`src/rtl/arm_alu_pkg.sv`:
```
// Shared opcode encodings, CPSR flag bit positions and control FSM states
// for the multi-cycle ARM data-processing / multiply ALU.
package arm_alu_pkg;

  localparam logic [3:0] OP_AND = 4'h0;
  localparam logic [3:0] OP_EOR = 4'h1;
  localparam logic [3:0] OP_SUB = 4'h2;
  localparam logic [3:0] OP_RSB = 4'h3;
  localparam logic [3:0] OP_ADD = 4'h4;
  localparam logic [3:0] OP_ADC = 4'h5;
  localparam logic [3:0] OP_SBC = 4'h6;
  localparam logic [3:0] OP_RSC = 4'h7;
  localparam logic [3:0] OP_TST = 4'h8;
  localparam logic [3:0] OP_TEQ = 4'h9;
  localparam logic [3:0] OP_CMP = 4'hA;
  localparam logic [3:0] OP_CMN = 4'hB;
  localparam logic [3:0] OP_ORR = 4'hC;
  localparam logic [3:0] OP_MOV = 4'hD;
  localparam logic [3:0] OP_BIC = 4'hE;
  localparam logic [3:0] OP_MVN = 4'hF;

  localparam int FLAG_N = 3;
  localparam int FLAG_Z = 2;
  localparam int FLAG_C = 1;
  localparam int FLAG_V = 0;

  typedef enum logic [1:0] {
    IDLE = 2'd0,
    ITER = 2'd1,
    FIX  = 2'd2,
    DONE = 2'd3
  } state_t;

endpackage

```
`src/rtl/arm_mul_iter.sv`:
```
// Iterative unsigned shift-add multiplier: retires MUL_BITS multiplier bits
// per cycle, WIDTH/MUL_BITS cycles after a start pulse.
module arm_mul_iter #(
  parameter int WIDTH    = 32,
  parameter int MUL_BITS = 2
) (
  input  logic                 clk,
  input  logic                 rst,
  input  logic                 i_start,
  input  logic [WIDTH-1:0]     i_mcand,
  input  logic [WIDTH-1:0]     i_mplier,
  output logic                 o_done,
  output logic [2*WIDTH-1:0]   o_prod
);

  localparam int STEPS = WIDTH / MUL_BITS;
  localparam int CW    = $clog2(STEPS + 1);

  logic [2*WIDTH-1:0] r_mcand;
  logic [2*WIDTH-1:0] r_prod;
  logic [WIDTH-1:0]   r_mplier;
  logic [CW-1:0]      r_cnt;
  logic [2*WIDTH-1:0] w_partial;

  assign w_partial = r_mcand * {{(2*WIDTH-MUL_BITS){1'b0}}, r_mplier[MUL_BITS-1:0]};

  always_ff @(posedge clk or posedge rst) begin
    if (rst) begin
      r_mcand  <= '0;
      r_prod   <= '0;
      r_mplier <= '0;
      r_cnt    <= '0;
    end else if (i_start) begin
      r_mcand  <= {{WIDTH{1'b0}}, i_mcand};
      r_mplier <= i_mplier;
      r_prod   <= '0;
      r_cnt    <= CW'(STEPS);
    end else if (r_cnt != '0) begin
      r_prod   <= r_prod + w_partial;
      r_mcand  <= r_mcand << MUL_BITS;
      r_mplier <= r_mplier >> MUL_BITS;
      r_cnt    <= r_cnt - CW'(1);
    end
  end

  // High during the cycle whose closing edge retires the last digit, so the
  // controller can leave ITER on that same edge.
  assign o_done = (r_cnt == CW'(1));
  assign o_prod = r_prod;

endmodule

```
`src/rtl/arm_alu_mc.sv`:
```
// Multi-cycle ARM ALU: registered data-processing ops plus the MUL/MLA/long
// multiply family, with valid/ready handshakes on input and output.
module arm_alu_mc
  import arm_alu_pkg::*;
#(
  parameter int WIDTH    = 32,
  parameter int MUL_BITS = 2
) (
  input  logic             clk,
  input  logic             rst,
  input  logic             in_valid,
  output logic             in_ready,
  input  logic [3:0]       op_sel,
  input  logic             mul_en,
  input  logic             mul_long,
  input  logic             mul_signed,
  input  logic             mul_acc,
  input  logic [WIDTH-1:0] op1,
  input  logic [WIDTH-1:0] op2,
  input  logic [WIDTH-1:0] acc_lo,
  input  logic [WIDTH-1:0] acc_hi,
  input  logic             shc_in,
  input  logic [3:0]       flags_in,
  output logic             out_valid,
  input  logic             out_ready,
  output logic [WIDTH-1:0] result_lo,
  output logic [WIDTH-1:0] result_hi,
  output logic [3:0]       flags_out,
  output logic             busy
);

  // Handshake: an operation transfers on a rising edge with in_valid & in_ready,
  // a result on a rising edge with out_valid & out_ready; in_ready only in IDLE.
  state_t             r_state;
  logic [WIDTH-1:0]   r_result_lo;
  logic [WIDTH-1:0]   r_result_hi;
  logic [3:0]         r_flags;
  logic               r_mul_neg;
  logic               r_mul_long;
  logic               r_mul_acc;
  logic [WIDTH-1:0]   r_acc_lo;
  logic [WIDTH-1:0]   r_acc_hi;
  logic [3:0]         r_flags_in;

  logic               w_accept;
  logic               w_mul_start;
  logic               w_mul_sgn;
  logic [WIDTH-1:0]   w_mag1;
  logic [WIDTH-1:0]   w_mag2;
  logic               w_mul_done;
  logic [2*WIDTH-1:0] w_prod;
  logic [2*WIDTH-1:0] w_prod_s;
  logic [2*WIDTH-1:0] w_acc_full;
  logic [2*WIDTH-1:0] w_mul_sum;
  logic [3:0]         w_mul_flags;

  logic [WIDTH-1:0]   w_x;
  logic [WIDTH-1:0]   w_y;
  logic               w_cin;
  logic               w_arith;
  logic [WIDTH-1:0]   w_logic;
  logic [WIDTH:0]     w_dp_sum;
  logic [WIDTH-1:0]   w_dp_res;
  logic [3:0]         w_dp_flags;

  assign w_accept    = in_valid && (r_state == IDLE);
  assign w_mul_start = w_accept && mul_en;

  // Signed arithmetic only exists for the long forms; short forms share low bits.
  assign w_mul_sgn = mul_signed && mul_long;
  assign w_mag1    = (w_mul_sgn && op1[WIDTH-1]) ? -op1 : op1;
  assign w_mag2    = (w_mul_sgn && op2[WIDTH-1]) ? -op2 : op2;

  arm_mul_iter #(
    .WIDTH    (WIDTH),
    .MUL_BITS (MUL_BITS)
  ) u_mul (
    .clk      (clk),
    .rst      (rst),
    .i_start  (w_mul_start),
    .i_mcand  (w_mag1),
    .i_mplier (w_mag2),
    .o_done   (w_mul_done),
    .o_prod   (w_prod)
  );

  assign w_prod_s   = r_mul_neg ? -w_prod : w_prod;
  assign w_acc_full = !r_mul_acc ? '0 :
                      r_mul_long ? {r_acc_hi, r_acc_lo} : {{WIDTH{1'b0}}, r_acc_lo};
  assign w_mul_sum  = w_prod_s + w_acc_full;

  always_comb begin
    w_mul_flags         = r_flags_in;
    w_mul_flags[FLAG_N] = r_mul_long ? w_mul_sum[2*WIDTH-1] : w_mul_sum[WIDTH-1];
    w_mul_flags[FLAG_Z] = r_mul_long ? (w_mul_sum == '0) : (w_mul_sum[WIDTH-1:0] == '0);
  end

  // Every arithmetic op is x + y + cin with subtraction as x + ~y + cin.
  always_comb begin
    w_x     = op1;
    w_y     = op2;
    w_cin   = 1'b0;
    w_arith = 1'b1;
    w_logic = '0;
    case (op_sel)
      OP_AND, OP_TST: begin w_arith = 1'b0; w_logic = op1 & op2;  end
      OP_EOR, OP_TEQ: begin w_arith = 1'b0; w_logic = op1 ^ op2;  end
      OP_ORR:         begin w_arith = 1'b0; w_logic = op1 | op2;  end
      OP_MOV:         begin w_arith = 1'b0; w_logic = op2;        end
      OP_BIC:         begin w_arith = 1'b0; w_logic = op1 & ~op2; end
      OP_MVN:         begin w_arith = 1'b0; w_logic = ~op2;       end
      OP_SUB, OP_CMP: begin w_y = ~op2; w_cin = 1'b1; end
      OP_RSB:         begin w_x = op2; w_y = ~op1; w_cin = 1'b1; end
      OP_ADC:         begin w_cin = flags_in[FLAG_C]; end
      OP_SBC:         begin w_y = ~op2; w_cin = flags_in[FLAG_C]; end
      OP_RSC:         begin w_x = op2; w_y = ~op1; w_cin = flags_in[FLAG_C]; end
      default:        ;
    endcase
  end

  assign w_dp_sum = {1'b0, w_x} + {1'b0, w_y} + {{WIDTH{1'b0}}, w_cin};
  assign w_dp_res = w_arith ? w_dp_sum[WIDTH-1:0] : w_logic;

  always_comb begin
    w_dp_flags         = flags_in;
    w_dp_flags[FLAG_N] = w_dp_res[WIDTH-1];
    w_dp_flags[FLAG_Z] = (w_dp_res == '0);
    w_dp_flags[FLAG_C] = w_arith ? w_dp_sum[WIDTH] : shc_in;
    if (w_arith) begin
      w_dp_flags[FLAG_V] = (w_x[WIDTH-1] == w_y[WIDTH-1]) &&
                           (w_dp_sum[WIDTH-1] != w_x[WIDTH-1]);
    end
  end

  always_ff @(posedge clk or posedge rst) begin
    if (rst) begin
      r_state     <= IDLE;
      r_result_lo <= '0;
      r_result_hi <= '0;
      r_flags     <= '0;
      r_mul_neg   <= 1'b0;
      r_mul_long  <= 1'b0;
      r_mul_acc   <= 1'b0;
      r_acc_lo    <= '0;
      r_acc_hi    <= '0;
      r_flags_in  <= '0;
    end else begin
      case (r_state)
        IDLE: begin
          if (in_valid) begin
            if (mul_en) begin
              r_state    <= ITER;
              r_mul_neg  <= w_mul_sgn && (op1[WIDTH-1] ^ op2[WIDTH-1]);
              r_mul_long <= mul_long;
              r_mul_acc  <= mul_acc;
              r_acc_lo   <= acc_lo;
              r_acc_hi   <= acc_hi;
              r_flags_in <= flags_in;
            end else begin
              r_state     <= DONE;
              r_result_lo <= w_dp_res;
              r_result_hi <= '0;
              r_flags     <= w_dp_flags;
            end
          end
        end
        ITER: begin
          if (w_mul_done) r_state <= FIX;
        end
        FIX: begin
          r_state     <= DONE;
          r_result_lo <= w_mul_sum[WIDTH-1:0];
          r_result_hi <= r_mul_long ? w_mul_sum[2*WIDTH-1:WIDTH] : '0;
          r_flags     <= w_mul_flags;
        end
        DONE: begin
          if (out_ready) r_state <= IDLE;
        end
        default: r_state <= IDLE;
      endcase
    end
  end

  assign in_ready  = (r_state == IDLE);
  assign out_valid = (r_state == DONE);
  assign busy      = (r_state != IDLE);
  assign result_lo = r_result_lo;
  assign result_hi = r_result_hi;
  assign flags_out = r_flags;

endmodule

```
`config.mk`:
```
export PLATFORM = sky130hd
export DESIGN_NAME = arm_alu_mc
export DESIGN_NICKNAME = d
export VERILOG_FILES = /design/src/rtl/arm_alu_pkg.sv /design/src/rtl/arm_mul_iter.sv /design/src/rtl/arm_alu_mc.sv
export SDC_FILE = /design/constraint.sdc
export NUM_CORES = 2
export LEC_CHECK = 0
export ABC_AREA = 1
export CORE_MARGIN = 5
export CORE_UTILIZATION = 45
export DETAILED_ROUTE_END_ITERATION = 7
export DONT_BUFFER_PORTS = 1
export GPL_TIMING_DRIVEN = 1
export SKIP_CTS_REPAIR_TIMING = 1
export SYNTH_ARGS = -nofsm -noshare
export SYNTH_HDL_FRONTEND = slang
export SYNTH_HIERARCHICAL = 1
export SYNTH_SLANG_ARGS = --single-unit
```
`constraint.sdc`:
```
create_clock -name clk -period 7 [get_ports clk]
set_input_delay 0.7 -clock clk [delete_from_list [all_inputs] [get_ports clk]]
set_output_delay 0.7 -clock clk [all_outputs]
set_load 0.01 [all_outputs]
```
# Word-level counts from Yosys, hierarchy flattened
# Index checks and enable logic that the tools add are counted.
dict set report word_totals {
  latch_bits 0
  regBits 304
  ram_bits 0
  romBits 0
  word_cells 116
  inputBits 145
  n_memories 0
  out_inout_bits 71
}
dict set report classes {
  n_mul 1
  n_shift 0
  eq_ne 23
  n_lt_le_gt_ge 0
  div_mod_pow 0
  reduce_logical 26
  mux 37
  bitwise 7
  addsub 8
}
# cell count
set op_table {}
lappend op_table {{64-bit two-way mux} 7}
lappend op_table {{32-bit two-way mux} 11}
lappend op_table {{32-bit case mux with 2 select lines} 3}
lappend op_table {{32-bit case mux with 6 select lines} 1}
lappend op_table {{64-bit adder} 2}
lappend op_table {{32-bit bitwise AND} 2}
lappend op_table {{32-bit zero test} 2}
lappend op_table {{64-bit zero test} 1}
lappend op_table {{64-bit by 2-bit multiplier with 64-bit output} 1}
lappend op_table {{32-bit negator} 2}
lappend op_table {{64-bit negator} 1}
lappend op_table {{32-bit NOT} 2}
lappend op_table {{32-bit by 32-bit adder with 33-bit output} 1}
lappend op_table {{33-bit by 1-bit adder with 33-bit output} 1}
lappend op_table {{32-bit bitwise OR} 1}
lappend op_table {{32-bit bitwise XOR} 1}
lappend op_table {{4-bit == test, second input constant} 7}
lappend op_table {{4-bit by 3-bit == test with 1-bit output, second input constant} 3}
lappend op_table {{5-bit two-way mux} 2}
lappend op_table {{3-bit AND reduction} 3}
lappend op_table {{3-bit OR reduction} 3}
lappend op_table {{4-bit by 2-bit == test with 1-bit output, second input constant} 2}
lappend op_table {{2-bit two-way mux} 4}
lappend op_table {{4-bit two-way mux} 2}
lappend op_table {{21 further kinds} 37}

# Longest topological paths before layout
dict set report logic_depth {
  depth_word 11
  depth_mapped 36
  depth_no_buf 36
}

# Cells and area by module
# The synthesis kept the hierarchy.
# module n_inst area_per_inst_um2 seq_area_each_um2 cells_per_inst
set modules_own_cells {}
lappend modules_own_cells {arm_alu_mc 1 20189.4 3478.3 3541}
lappend modules_own_cells {arm_mul_iter 1 14737.9 4129.0 2296}

# Least setup slack after synthesis
# No wires, ideal clock.
dict set report synth_timing {
  path_kind {input port to flip-flop}
  start {input port op_sel[1]}
  end {register r_flags[2], in the netlist flags_out[2]}
  required_time_ns 6.934
  setup_time_ns 0.066
  path_buffers 3
  arrival_ns 3.828
  setup_slack_ns 3.106
  cell_stages 29
  cell_sequence {buf_4 > nand2_1 > nor2_1 > clkbuf_1 > inv_2 > clkbuf_1 > o22ai_1 > a31oi_1 > fa_1 > inv_1 > fa_1 > nand3_1 > nand2_1 > nand3_1 > nand2_1 > nand3_1 > nand2_1 > nand4_1 > nand2_1 > nand2_1 > nand3_1 > nand2_1 > nor2_1 > nand2_1 > nor2_1 > nand2_1 > nand2_1 > nand2_1 > nand2_1}
}
dict set report synth_via {
  elab_chain_cells 10
  word_cells_on_any_way 32
  classes_between {add/sub (2); eq/ne (13); mux (8); reduce/logical (9)}
}
# item line_no
set synth_lines {}
lappend synth_lines {{from (decl)} arm_alu_mc.sv:13} ;# input logic [3:0] op_sel,
lappend synth_lines {{4-bit by 3-bit == test with 1-bit output (tied with other cells)} arm_alu_mc.sv:105} ;# case (op_sel)
lappend synth_lines {{3-bit OR reduction (no line) / 2-bit OR reduction (equally long branches)} --}
lappend synth_lines {{32-bit case mux with 2 select lines / 32-bit two-way mux (equally long branches)} arm_alu_mc.sv:105}
lappend synth_lines {{32-bit by 32-bit adder with 33-bit output} arm_alu_mc.sv:121} ;# assign w_dp_sum = {1'b0, w_x} + {1'b0, w_y} + {{WIDTH{1'b0}}, w_cin};
lappend synth_lines {{33-bit by 1-bit adder with 33-bit output} arm_alu_mc.sv:121}
lappend synth_lines {{32-bit two-way mux *} arm_alu_mc.sv:122} ;# assign w_dp_res = w_arith ? w_dp_sum[WIDTH-1:0] : w_logic;
lappend synth_lines {{32-bit zero test *} arm_alu_mc.sv:127} ;# w_dp_flags[FLAG_Z] = (w_dp_res == '0);
lappend synth_lines {{4-bit two-way mux *} arm_alu_mc.sv:151} ;# if (mul_en) begin
lappend synth_lines {{4-bit two-way mux *} arm_alu_mc.sv:150} ;# if (in_valid) begin
lappend synth_lines {{4-bit case mux with 2 select lines *} arm_alu_mc.sv:148} ;# case (r_state)
lappend synth_lines {{to (signal assigned)} arm_alu_mc.sv:163} ;# r_flags <= w_dp_flags;
lappend synth_lines {{to (signal assigned)} arm_alu_mc.sv:174} ;# r_flags <= w_mul_flags;
lappend synth_lines {{to (decl)} arm_alu_mc.sv:37} ;# logic [3:0] r_flags;
# Every way passes the cells marked *; elsewhere a longest branch is shown, timed or not. The select of a mux whose other input is x is not followed.
# A chain may end at the register's enable or synchronous reset.

# Worst setup path in the final report
dict set report layout_timing {
  start {register u_mul.r_prod[0], in the netlist u_mul/o_prod[0]}
  end {register r_flags[2], in the netlist flags_out[2]}
}
dict set report layout_via {
  elab_chain_cells 6
  word_cells_on_any_way 7
  classes_between {add/sub (2); mux (3); reduce/logical (2)}
}
# item line_no
set layout_lines {}
lappend layout_lines {{from (decl)} arm_mul_iter.sv:20} ;# logic [2*WIDTH-1:0] r_prod;
lappend layout_lines {{from (signal assigned)} arm_mul_iter.sv:39} ;# r_prod <= r_prod + w_partial;
lappend layout_lines {{64-bit negator} arm_alu_mc.sv:87} ;# assign w_prod_s = r_mul_neg ? -w_prod : w_prod;
lappend layout_lines {{64-bit two-way mux *} arm_alu_mc.sv:87}
lappend layout_lines {{64-bit adder *} arm_alu_mc.sv:90} ;# assign w_mul_sum = w_prod_s + w_acc_full;
lappend layout_lines {{64-bit zero test / 32-bit zero test (equally long branches)} arm_alu_mc.sv:95} ;# w_mul_flags[FLAG_Z] = r_mul_long ? (w_mul_sum == '0) : (w_mul_sum[WIDTH-1:0] == '0);
lappend layout_lines {{1-bit two-way mux *} arm_alu_mc.sv:95}
lappend layout_lines {{4-bit case mux with 2 select lines *} arm_alu_mc.sv:148}
# Every way passes the cells marked *; elsewhere a longest branch is shown, timed or not.

==> key figures <==
Floorplanning
  • Die span in x: 289 um
  • Initial Util: 0.452
  • Core box area: around 0.077 mm^2
  • IO Pins: around 220
  • Die span in y: about 290 um
  • Row count: a little over 100
  • Total die area: 0.0833 mm^2

Timing
  • F_max: around 190 MHz
  • Max Slew Vio Count: 0
  • Clk_skew: around 27 ps
  • Fin. Hold Viols: 0
  • Slew headroom: 0.108
  • RSZ-0062 raised after global routing: false
  • Fin crit share: 0.750
  • Final setup viols: 0
  • Final Critical Period: about 5300 ps
  • Setup TNS Final: 0 ps
  • Actual slew at the worst max-slew pin: around 1300 ps

Critical path
  • CP required: around 7500 ps
  • Worst setup path category: register to register
  • Critical Path Source Type: register
  • CP peak stage delay: approximately 500 ps
  • Setup crit end kind: register
  • CP most frequent cell: nand2_1
  • Slowest CP cell: dfrtp_1
  • Critical path peak fanout: 5
  • CP arrival: 5760 ps
  • R2R setup slack: roughly 1700 ps

Yosys
  • Post-synth EDFFs: 0
  • Post-Syn Nets: ~6200
  • YS warnings: 6
  • Post-synth ARST share: 1.00
  • Synth Cell Area: approximately 0.035 mm^2
  • Cell variety after synth: between 60 and 70
  • Mean post-synth cell area: 5.98 um^2
  • Area contributors post-synth: nand2_1, dfrtp_1, inv_1, ha_1, nor2_1
  • Cell accounting for the most synthesized area: nand2_1
  • Top-area cell type share of the netlist area: 0.225
  • Cells after Synth: roughly 5800
  • Top FF cell, synth: dfrtp_1
  • Flops & latches, synth: a little over 300
  • Seq/Total Area, Yosys: 0.218

Place
  • Routability congestion estimate: about 1
  • IO Port Bufs: 0
  • Hpwl dp: roughly 110000 um

Routing
  • Remaining antenna violation count: 0
  • Routed wire length per instance: 19.7 um
  • Drt pass-1 iters: 6
  • # DRC: 0
  • 1st-iter DRT viols: 3136
  • Vias: approximately 36000
  • Final wirelength: 134000 um
  • Via density: ~5.3

Pwr
  • Worst IR Drop VDD: 0.000299 V
  • Total power: around 18 mW
  • Cell area power density: 473 mW/mm^2
  • Pleak: just over 20 nW

GRT
  • Initial antenna violation count: 2
  • Vias in the first global route: ~34000
  • Total track usage: 0.315
  • Grt total ovfl: 0
  • First-pass GRT wire length: about 200000 um
  • Largest net degree at the start of global routing: 82

Hold path
  • Hold Crit Class: input pin to async pin

Layout
  • Synth-to-Final Area Change: 6.52%
  • Final #Nets: roughly 6000
  • Share of cells above drive strength 1: 0.0526
  • FILL cells: between 8000 and 9000

Clock tree
  • Clock Tree Buf Depth: 3
  • Clock latency at the later pin of the worst-skew pair: 580 ps
  • Clock transition at path regs: ~60 ps
  • Total CTS buffers: 40
  • Clock sinks: approximately 300
  • H-tree Lvls: 2
  • Root buffer cell: clkbuf_16
  • CTS tree: yes

Run status
  • Status: finished, final reports clean

Job
  • Reported max-cap violation count: 0
## synth_stat cells, types with 15 or more instances
master	count
o221ai_1	29
nand3_2	18
xnor2_1	54
fa_1	66
nand2_1	2096
nand2_2	32
nor3_2	15
nand4_1	53
inv_1	1073
nor4_1	21
inv_2	33
ha_1	199
o211ai_1	38
buf_1	16
xor2_1	121
o22ai_1	75
dfrtp_1	304
o21ai_0	265
nor3_1	54
nand3_1	212
a21oi_1	218
clkbuf_1	108
nor2_1	473
nor2_2	33
a31o_2	31
buf_2	33
o21ai_1	15
nand3b_1	18
## registers in the layout, indices dropped and copies added, names as in the netlist
signal          cells
r_mul_neg           1
r_mul_long          1
u_mul/o_prod       64
result_lo          32
u_mul/r_mcand      64
u_mul/r_cnt         5
r_acc_hi           32
u_mul/r_mplier     32
flags_out           4
r_flags_in          2
r_state             2
result_hi          32
r_mul_acc           1
r_acc_lo           32
## area by class of cell
type | instances | area [um^2] | share of cell area
clock buffers | 56 | 1180 | 0.0318
flip-flops and latches | 304 | 7610 | 0.205
multi-input cells | 4260 | 22500 | 0.605
clock inverters | 17 | 209 | 0.00562
diodes | 2 | 5.00 | 0.000135
well taps | 1040 | 1300 | 0.0350
inverters | 1110 | 4180 | 0.112
repair buffers | 30 | 225 | 0.00605
## worst max-delay path: cells and delay by family (launching register included)
family / cells / cell delay [ps]
AOI/OAI and AO/OA: 2 / 660
xor gates and xnor gates: 1 / 190
adders and majority gates: 1 / 450
buffers and inverters: 3 / 460
DFF: 1 / 500
and+or+nand+nor: 24 / 2940
## power by group
part           leakage [nW]  internal (mW)  switching (mW)
clock network         0.686           1.33           0.889
logic                  16.0           3.57            8.23
registers              3.86           2.58           0.991
total                  20.6           7.48            10.1
## cell families after synthesis
kind of cell / count (synthesis) / share of synthesized area
xor+xnor: 175 / 0.0439
simple gates: 3056 / 0.361
buf+inv: 1273 / 0.139
flops: 304 / 0.218
fa+ha+maj: 265 / 0.109
compound gates: 764 / 0.130
## path summary, 6_finish.rpt
kind                                 start           end  depth (start not counted)
min reg2reg                   r_acc_lo[24]  r_acc_lo[24]                          2
max in group asynchronous              rst   r_acc_lo[4]                          2
max                        u_mul/o_prod[0]  flags_out[2]                         31
min                                    rst  r_acc_hi[10]                          1
max reg2reg                u_mul/o_prod[0]  flags_out[2]                         31
min in group clk                acc_lo[27]  r_acc_lo[27]                          2
## stage by stage
stage	setup WS (ps)	instances	util	area [um^2]	hold WS (ps)
final	1750	6819	0.482	37200	79.0
after global routing	1240	6817	0.482	37200	129
after CTS	1860	6817	0.482	37200	82.4
after detailed placement	1880	6744	0.464	35800	459
after global placement	1900	6744	0.464	35800	454
after floorplan	1840	5837	-	34900	442
## cell usage in the layout, fill, tap and decap left out, types with 66 or more instances in the layout
cell / n
nand2_1: 2096
nand3_1: 212
xor2_1: 121
dfrtp_1: 302
o21ai_0: 265
a21oi_1: 218
fa_1: 66
inv_1: 1071
ha_1: 199
o22ai_1: 75
nor2_1: 470
## layer usage
metal / routed length (um) / GRT usage / share of wire / vias to the layer above
met3: 10600 / 0.0684 / 0.079 / 292
met1: 55900 / 0.397 / 0.42 / 16500
li1: - / - / - / 18000
met4: 7030 / 0.136 / 0.052 / 0
met5: 0 / 0 / 0 / -
met2: 61000 / 0.522 / 0.45 / 1238
No activity file was read; power rests on OpenSTA's default activity.
